<file path="src/rtl/instr_fetch_pkg.sv">
// Shared types and constants for the instruction fetch stage.
package instr_fetch_pkg;

   localparam logic [31:0] DEFAULT_RESET_PC = 32'h0000_0000;
   localparam logic [31:0] NOP_INSTR        = 32'h0000_0013;

   typedef enum logic [1:0] {
      S_IDLE,
      S_FETCH,
      S_FULL
   } fetch_state_t;

   typedef struct packed {
      logic [31:0] pc;
      logic [31:0] instr;
   } fetch_entry_t;

   // Clears the byte-offset bits so every fetch address is word aligned.
   function automatic logic [31:0] word_align(input logic [31:0] addr);
      return addr & 32'hFFFF_FFFC;
   endfunction

endpackage

</file>
<file path="src/rtl/instr_fetch_if.sv">
// Bundles the IMEM request/response, redirect and downstream handshake
// signals of the fetch stage. The signal names are written from the fetch
// stage's point of view; "master" is the fetch stage, "slave" is everything around it.
interface instr_fetch_if;

   logic        o_imemReqValid;
   logic        i_imemReqReady;
   logic [31:0] o_imemAddr;
   logic        i_imemRspValid;
   logic [31:0] i_imemRspData;
   logic        i_redirectValid;
   logic [31:0] i_redirectPC;
   logic        o_instrValid;
   logic        i_instrReady;
   logic [31:0] o_PC;
   logic [31:0] o_instr;

   modport master (
      output o_imemReqValid, o_imemAddr, o_instrValid, o_PC, o_instr,
      input  i_imemReqReady, i_imemRspValid, i_imemRspData,
             i_redirectValid, i_redirectPC, i_instrReady
   );

   modport slave (
      input  o_imemReqValid, o_imemAddr, o_instrValid, o_PC, o_instr,
      output i_imemReqReady, i_imemRspValid, i_imemRspData,
             i_redirectValid, i_redirectPC, i_instrReady
   );

endinterface

</file>
<file path="src/rtl/instr_fetch_sync_fifo.sv">
// Small synchronous FIFO with flush. A push is accepted on a full FIFO
// when a pop happens in the same cycle, since the pop frees the slot.
module sync_fifo #(
   parameter int WIDTH = 32,
   parameter int DEPTH = 2
) (
   input  logic                     clock,
   input  logic                     reset,
   input  logic                     push,
   input  logic [WIDTH-1:0]         pushData,
   input  logic                     pop,
   output logic [WIDTH-1:0]         popData,
   input  logic                     flush,
   output logic                     full,
   output logic                     empty,
   output logic [$clog2(DEPTH):0]   count
);

   localparam int AW = $clog2(DEPTH);

   logic [WIDTH-1:0] mem [DEPTH];
   logic [AW-1:0]    rdPtr;
   logic [AW-1:0]    wrPtr;
   logic             doPush;
   logic             doPop;

   assign doPop   = pop && !empty;
   assign doPush  = push && (!full || doPop);
   assign full    = (count == (AW+1)'(DEPTH));
   assign empty   = (count == '0);
   assign popData = mem[rdPtr];

   // Pointer and occupancy bookkeeping; a flush empties the FIFO in one cycle
   // without touching the storage itself.
   always_ff @(posedge clock or posedge reset) begin
      if (reset) begin
         rdPtr <= '0;
         wrPtr <= '0;
         count <= '0;
      end else if (flush) begin
         rdPtr <= '0;
         wrPtr <= '0;
         count <= '0;
      end else begin
         if (doPush) wrPtr <= wrPtr + 1'b1;
         if (doPop)  rdPtr <= rdPtr + 1'b1;
         count <= count + (AW+1)'(doPush) - (AW+1)'(doPop);
      end
   end

   // Storage is write-only on push; stale contents are never visible because
   // the consumer masks the head with the empty flag.
   always_ff @(posedge clock) begin
      if (doPush) mem[wrPtr] <= pushData;
   end

endmodule

</file>
<file path="src/rtl/instr_fetch.sv">
// In-order instruction fetch stage: owns the fetch PC, issues word reads to
// IMEM, tags each returned word with its PC and hands {PC, instr} downstream.
// A redirect restarts fetch and discards every response still in flight.
module instr_fetch
   import instr_fetch_pkg::*;
#(
   parameter logic [31:0] RESET_PC   = DEFAULT_RESET_PC,
   parameter int          FIFO_DEPTH = 2
) (
   input logic           i_clock,
   input logic           i_reset,
   instr_fetch_if.master bus
);

   localparam int CW = $clog2(FIFO_DEPTH) + 1;

   fetch_state_t  state;
   logic [31:0]   fetchPC;
   logic [CW-1:0] inFlight;
   logic [CW-1:0] dropCount;
   logic [CW-1:0] bufCount;
   logic [CW-1:0] tagCount;
   logic [CW:0]   occupancy;
   logic [CW:0]   credit;
   logic          creditAvail;
   logic          redirect;
   logic          reqFire;
   logic          rspForDrop;
   logic          rspForTag;
   logic          rspAccepted;
   logic          instrPop;
   logic          bufEmpty;
   logic          bufFull;
   logic          tagEmpty;
   logic          tagFull;
   logic [31:0]   tagHead;
   fetch_entry_t  bufHead;
   fetch_entry_t  bufPushEntry;

   assign redirect = bus.i_redirectValid;

   // Dropped requests still hold a slot until their response comes back,
   // and a pop this cycle already frees a slot for a new request.
   assign instrPop    = !bufEmpty && bus.i_instrReady && !redirect;
   assign occupancy   = {1'b0, inFlight} + {1'b0, dropCount} + {1'b0, bufCount};
   assign credit      = (CW+1)'(FIFO_DEPTH) - occupancy + (CW+1)'(instrPop);
   assign creditAvail = (credit != '0);

   assign bus.o_imemReqValid = (state == S_FETCH) && creditAvail && !redirect;
   assign bus.o_imemAddr     = fetchPC;
   assign reqFire            = bus.o_imemReqValid && bus.i_imemReqReady;

   // A response either pays off a pending drop or belongs to the oldest tag.
   assign rspForDrop  = bus.i_imemRspValid && (dropCount != '0);
   assign rspForTag   = bus.i_imemRspValid && (dropCount == '0) && (inFlight != '0);
   assign rspAccepted = rspForTag && !redirect;

   assign bufPushEntry     = '{pc: tagHead, instr: bus.i_imemRspData};
   assign bus.o_instrValid = !bufEmpty;
   assign bus.o_PC         = bufEmpty ? 32'h0000_0000 : bufHead.pc;
   assign bus.o_instr      = bufEmpty ? NOP_INSTR : bufHead.instr;

   // Sequencer: one idle cycle after reset, then fetch until credit runs out.
   always_ff @(posedge i_clock or posedge i_reset) begin
      if (i_reset) begin
         state <= S_IDLE;
      end else begin
         case (state)
            S_IDLE:  state <= S_FETCH;
            S_FETCH: if (!creditAvail) state <= S_FULL;
            S_FULL:  if (creditAvail)  state <= S_FETCH;
            default: state <= S_IDLE;
         endcase
      end
   end

   // Fetch PC advances on every accepted request and jumps on a redirect.
   always_ff @(posedge i_clock or posedge i_reset) begin
      if (i_reset) begin
         fetchPC <= RESET_PC;
      end else if (redirect) begin
         fetchPC <= word_align(bus.i_redirectPC);
      end else if (reqFire) begin
         fetchPC <= fetchPC + 32'd4;
      end
   end

   // On a redirect every live request becomes one to drop, except a response
   // arriving that same cycle, which is consumed and discarded right away.
   always_ff @(posedge i_clock or posedge i_reset) begin
      if (i_reset) begin
         inFlight  <= '0;
         dropCount <= '0;
      end else if (redirect) begin
         inFlight  <= '0;
         dropCount <= dropCount + inFlight - CW'(rspForDrop || rspForTag);
      end else begin
         inFlight  <= inFlight + CW'(reqFire) - CW'(rspAccepted);
         dropCount <= dropCount - CW'(rspForDrop);
      end
   end

   sync_fifo #(.WIDTH(32), .DEPTH(FIFO_DEPTH)) u_tagQueue (
      .clock    (i_clock),
      .reset    (i_reset),
      .push     (reqFire),
      .pushData (fetchPC),
      .pop      (rspAccepted),
      .popData  (tagHead),
      .flush    (redirect),
      .full     (tagFull),
      .empty    (tagEmpty),
      .count    (tagCount)
   );

   sync_fifo #(.WIDTH($bits(fetch_entry_t)), .DEPTH(FIFO_DEPTH)) u_instrBuf (
      .clock    (i_clock),
      .reset    (i_reset),
      .push     (rspAccepted),
      .pushData (bufPushEntry),
      .pop      (instrPop),
      .popData  (bufHead),
      .flush    (redirect),
      .full     (bufFull),
      .empty    (bufEmpty),
      .count    (bufCount)
   );

   // Internal consistency: the tag queue mirrors the live request count and
   // neither queue is ever over- or under-run.
   a_noOrphanRsp: assert property (@(posedge i_clock) disable iff (i_reset)
      !(bus.i_imemRspValid && inFlight == '0 && dropCount == '0));
   a_tagMatchesInFlight: assert property (@(posedge i_clock) disable iff (i_reset)
      tagCount == inFlight);
   a_tagNoOverflow: assert property (@(posedge i_clock) disable iff (i_reset)
      !(reqFire && tagFull));
   a_tagNoUnderflow: assert property (@(posedge i_clock) disable iff (i_reset)
      !(rspAccepted && tagEmpty));
   a_bufNoOverflow: assert property (@(posedge i_clock) disable iff (i_reset)
      !(rspAccepted && bufFull && !instrPop));

endmodule
</file>
<file path="src/flat_wrapper.sv">
// flat-port wrapper written by rule: the top's interface ports become plain ports
module instr_fetch_flat import instr_fetch_pkg::*;
#(
   parameter logic [31:0] RESET_PC   = DEFAULT_RESET_PC,
   parameter int          FIFO_DEPTH = 2
)
  (i_clock, i_reset, bus_o_imemReqValid, bus_o_imemAddr, bus_o_instrValid, bus_o_PC, bus_o_instr, bus_i_imemReqReady, bus_i_imemRspValid, bus_i_imemRspData, bus_i_redirectValid, bus_i_redirectPC, bus_i_instrReady);
  instr_fetch_if bus_i ();
  input logic i_clock;
  input logic i_reset;
  output wire logic [$bits(bus_i.o_imemReqValid)-1:0] bus_o_imemReqValid;
  output wire logic [$bits(bus_i.o_imemAddr)-1:0] bus_o_imemAddr;
  output wire logic [$bits(bus_i.o_instrValid)-1:0] bus_o_instrValid;
  output wire logic [$bits(bus_i.o_PC)-1:0] bus_o_PC;
  output wire logic [$bits(bus_i.o_instr)-1:0] bus_o_instr;
  input wire logic [$bits(bus_i.i_imemReqReady)-1:0] bus_i_imemReqReady;
  input wire logic [$bits(bus_i.i_imemRspValid)-1:0] bus_i_imemRspValid;
  input wire logic [$bits(bus_i.i_imemRspData)-1:0] bus_i_imemRspData;
  input wire logic [$bits(bus_i.i_redirectValid)-1:0] bus_i_redirectValid;
  input wire logic [$bits(bus_i.i_redirectPC)-1:0] bus_i_redirectPC;
  input wire logic [$bits(bus_i.i_instrReady)-1:0] bus_i_instrReady;
  assign bus_o_imemReqValid = bus_i.o_imemReqValid;
  assign bus_o_imemAddr = bus_i.o_imemAddr;
  assign bus_o_instrValid = bus_i.o_instrValid;
  assign bus_o_PC = bus_i.o_PC;
  assign bus_o_instr = bus_i.o_instr;
  assign bus_i.i_imemReqReady = bus_i_imemReqReady;
  assign bus_i.i_imemRspValid = bus_i_imemRspValid;
  assign bus_i.i_imemRspData = bus_i_imemRspData;
  assign bus_i.i_redirectValid = bus_i_redirectValid;
  assign bus_i.i_redirectPC = bus_i_redirectPC;
  assign bus_i.i_instrReady = bus_i_instrReady;
  instr_fetch #(.RESET_PC(RESET_PC), .FIFO_DEPTH(FIFO_DEPTH)) u_core (.i_clock(i_clock), .i_reset(i_reset), .bus(bus_i));
endmodule
</file>
<file path="config.mk">
export PLATFORM = sky130hd
export DESIGN_NAME = instr_fetch_flat
export DESIGN_NICKNAME = d
export VERILOG_FILES = /design/src/rtl/instr_fetch_pkg.sv /design/src/rtl/instr_fetch_if.sv /design/src/rtl/instr_fetch_sync_fifo.sv /design/src/rtl/instr_fetch.sv /design/src/flat_wrapper.sv
export SDC_FILE = /design/constraint.sdc
export NUM_CORES = 1
export LEC_CHECK = 0
export CORE_MARGIN = 10
export CORE_UTILIZATION = 25
export DETAILED_ROUTE_END_ITERATION = 7
export SYNTH_ARGS = -nofsm -noshare
export SYNTH_HDL_FRONTEND = slang
export SYNTH_SLANG_ARGS = --single-unit
</file>
<file path="constraint.sdc">
create_clock -name i_clock -period 16.3 [get_ports i_clock]
set_input_delay 2.445 -clock i_clock [delete_from_list [all_inputs] [get_ports i_clock]]
set_output_delay 2.445 -clock i_clock [all_outputs]
set_load 0.02 [all_outputs]
</file>
==> metrics list <==
- Result of the run: finished clean
- For this block, the initial DRC count from the detailed router was 243.
- Maximum capacitance violations: 0
- In this run the critical register-to-register path is captured at u_core.bus.o_imemAddr[29].
* Post-Synthesis Cell Area: approximately 0.0095 mm²
- CTS saw ~230 sinks.
- Setup repair after global routing missed its margin: false
- Of all nets on the critical path, the largest fanout is just under 70.
- Placed inst area: 0.01170 mm²
* Critical register-to-register path startpoint: u_core.u_instrBuf.count[1]
* Reg-to-reg setup timing slack: 11.84 ns
* Post-route cell area: approximately 0.013 mm²
- Endpoint of the worst hold path: u_core.dropCount[1]
* Total number of H-tree levels: 1
- The number of cells on the worst reg-to-reg path is 12.
- The detail route stage leaves a number of antenna-violating nets equal to 0.
* Number of endpoints with negative hold slack in the final report: 0
* Final setup vio count: 0
- Counting flops and latches in the post-synthesis netlist gives ~230.
- TritonCTS built the clock tree.
- The pre-antenna-repair detailed-routing pass consisted of 4 iterations.
- Overflow left after global routing: 0
- The post-route netlist has between 10% and 20% of its cells at a drive strength greater than 1.
- Netlist cell types: between 50 and 60
- Clock latency at the later pin of the worst-skew pair: roughly 0.53 ns
* Post-synth ARST share: between 10% and 20%
* Flip-flop cell with the highest count after synthesis: edfxtp_1
* Post-route clock skew: 0.01137 ns
* Per-cell via count in the routed design: approximately 4.2
* Die height: between 200 and 250 µm
- Number of CTS-inserted buffers: 26
- On the worst path, the slowest cell contributes a delay of 0.70 ns.
- CORE AREA: between 0.03 and 0.04 mm²
- Number of setup buffers added after CTS: 0
- Highest attainable clock frequency: 118.7 MHz
* Period utilization: between 50% and 60%
- Global-route usage over all layers: 10.27%
- Capturing element type of the critical path: output pin
- Data required time at the worst endpoint: around 14 ns
- The largest individual stage delay along the critical path comes from the cell clkdlybuf4s50_1.
- Buffer levels on the longest clock path: 3
* Total Wirelength: 24170 µm
- Summed over all cells, the static leakage comes to 4.179 nW.
- Global-route wire length before repair: 37070 µm
- Post-cts hold buffer count: 0
- The number of pins with negative max-slew slack in the final report is 0.
- Cells along the critical path: buf_2 -> buf_4 -> inv_1 -> nand3_1 -> fa_1 -> inv_1 -> ha_1 -> xor3_2 -> and2_2 -> nor4b_1 -> clkdlybuf4s50_1
- Worst-path clk slew: roughly 0.070 ns
* Arrival time at the worst endpoint: approximately 6 ns
- Hold path depth: 1
- The initial utilization of the core area, before any placement, comes to roughly 25%.
* Die outline area: 0.04619 mm²
- The congestion estimate from routability-driven global placement came to around 0.76.
- Final setup TNS: 0 ns
- Highest-count cells in the layout ignoring fill and taps: 184 x edfxtp_1, 160 x clkdlybuf4s50_1, 77 x nor2_1
- Beginning of the worst hold path: u_core.dropCount[1]
* Post-layout nets: between 900 and 1000
* Routed length per placed instance: between 15 and 20 µm
- Via count of the first global-routing pass: 5876
- Root buffer cell: clkbuf_16
* Top delay family on crit path: buffers and inverters
- Buf+Inv Stages, Crit Path: 5
- At the pin with the least slew margin, the transition time is 1.035 ns.
* Post-CTS sizing: 0
- Worst setup path class: input pin to output pin
- Number of synthesized flops with an enable pin: 184
- Synthesis produced a netlist whose cell count is roughly 650.
- Dividing total power by cell area gives a power density of 128.3 mW/mm².
* Largest net degree at the start of global routing: 70
- Worst-case vdd ir drop: approximately 0.00008 V
- Area growth from synthesis to layout: 32.68%
- Crit path time final: ~8.4 ns
- Post-DP HPWL: around 16000 µm
- Sequential cells were found to cover 69.76% of the synthesized design area.
- Buffers placed on the I/O ports in this run total about 160.
* Number of standard-cell rows in the floorplan: 71
* Tightest slew margin relative to the limit: a little under a third
* Chip Width: about 210 µm
- Critical path startpoint category: input pin
* Total I/O pin count: 168
* Hold WC Path Type: register to register
- Each instance of the synthesized netlist takes up on average 14.66 µm².
- The number of antenna violations at the first check in global routing came to 0.
- Commonest non-fill, non-tap cell in the layout: edfxtp_1
- For this run, the number of Yosys warnings is 0.
* Most repeated library cell on the critical path: inv_1
- After detailed routing, the number of remaining DRC violations is 0.
- Total via count in the routed design: around 5700
==> power breakdown <==
part | internal, mW | switching [mW]
combinational | 0.127 | 0.156
clock | 0.375 | 0.230
sequential | 0.694 | 0.0362
total | 1.20 | 0.422
==> worst max-delay path by stage <==
stage	depth (start not counted)	slack, ns	start	to
after global routing	11	7.56	bus_i_redirectValid	bus_o_imemReqValid
after global placement	11	7.88	bus_i_redirectValid	bus_o_imemReqValid
after CTS	11	7.83	bus_i_redirectValid	bus_o_imemReqValid
final	11	7.88	bus_i_redirectValid	bus_o_imemReqValid
after detailed placement	11	7.84	bus_i_redirectValid	bus_o_imemReqValid
after floorplan	5	6.62	bus_i_imemRspValid	u_core.u_instrBuf.wrPtr
==> flip-flops by register name (all words and copies together) (netlist names) <==
| signal | flops |
|---|---|
| u_core.u_tagQueue.wrPtr | 1 |
| u_core.bus.o_imemAddr | 30 |
| u_core.dropCount | 2 |
| u_core.u_tagQueue.count | 2 |
| u_core.u_instrBuf.wrPtr | 1 |
| u_core.inFlight | 2 |
| u_core.u_instrBuf.mem | 124 |
| u_core.state | 2 |
| u_core.u_instrBuf.rdPtr | 1 |
| u_core.u_tagQueue.rdPtr | 1 |
| u_core.u_instrBuf.count | 2 |
| u_core.u_tagQueue.mem | 60 |
==> through the flow <==
stage / total power [mW] / hold slack [ns] / instances / worst slack, ns / util (%)
after global routing: 1.700 / 0.5761 / 1349 / 7.562 / 33.53
final: 1.617 / 0.5471 / 1350 / 7.876 / 33.54
after detailed placement: 1.028 / 0.5494 / 1301 / 7.844 / 31.14
after global placement: 1.022 / 0.5381 / 1301 / 7.876 / 31.14
after CTS: 1.647 / 0.5606 / 1349 / 7.826 / 33.53
after floorplan: 0.9165 / 0.5060 / 651 / 6.618 / -
==> Yosys cell counts (11+ instances only) <==
master    instances  area [µm²]
clkbuf_1         13       48.80
dfrtp_1          44        1101
edfxtp_1        184        5525
ha_1             11       137.6
inv_1            13       48.80
mux2_2           33       371.6
mux2i_1          64       640.6
nand2_1          38       142.6
nand3_1          15       75.07
nand4_1          13       81.33
nor2_1           78       292.8
o21ai_0          24       120.1
xnor2_1          17       148.9
xor2_1           20       175.2
==> routing by layer <==
layer / vias up / GRT usage [%] / part of all wire, %
met5: - / 0 / 0
met3: 31 / 3.287 / 8.5
met4: 0 / 3.356 / 2.1
li1: 2720 / - / -
met2: 168 / 16.33 / 46
met1: 2799 / 12.96 / 43
==> area by class of cell <==
| class | instances | area [µm²] |
|---|---|---|
| fillers | 3699 | 24970 |
| multi-input cells | 380 | 2716 |
| inverters | 13 | 48.80 |
| repair buffers | 169 | 1667 |
| diodes | 1 | 2.502 |
| well taps | 511 | 639.4 |
| clock inverters | 13 | 173.9 |
| flip-flops and latches | 228 | 6630 |
| clock buffers | 35 | 725.7 |
==> worst reg2reg max path, cell delays in order, from the launching register on <==
cell and delay, ns:
dfrtp_1 0.46, nor2_4 0.12, buf_4 0.58, inv_1 0.40
nand3_1 0.25, fa_1 0.19, inv_1 0.04, ha_1 0.19
xor3_2 0.48, a211oi_2 0.73, nand2_2 0.32, or4_1 0.55
nand3_1 0.09
==> logic make-up after synthesis <==
family	share of synthesized area (%)
buffers and inverters	2.002
flip-flops	69.76
AO/OA/AOI/OAI	2.911
other	0.03948
AND/OR/NAND/NOR	8.983
multiplexers	10.66
adder cells (fa/ha/maj)	1.976
XOR/XNOR	3.675
No activity file was read; power rests on OpenSTA's default activity.
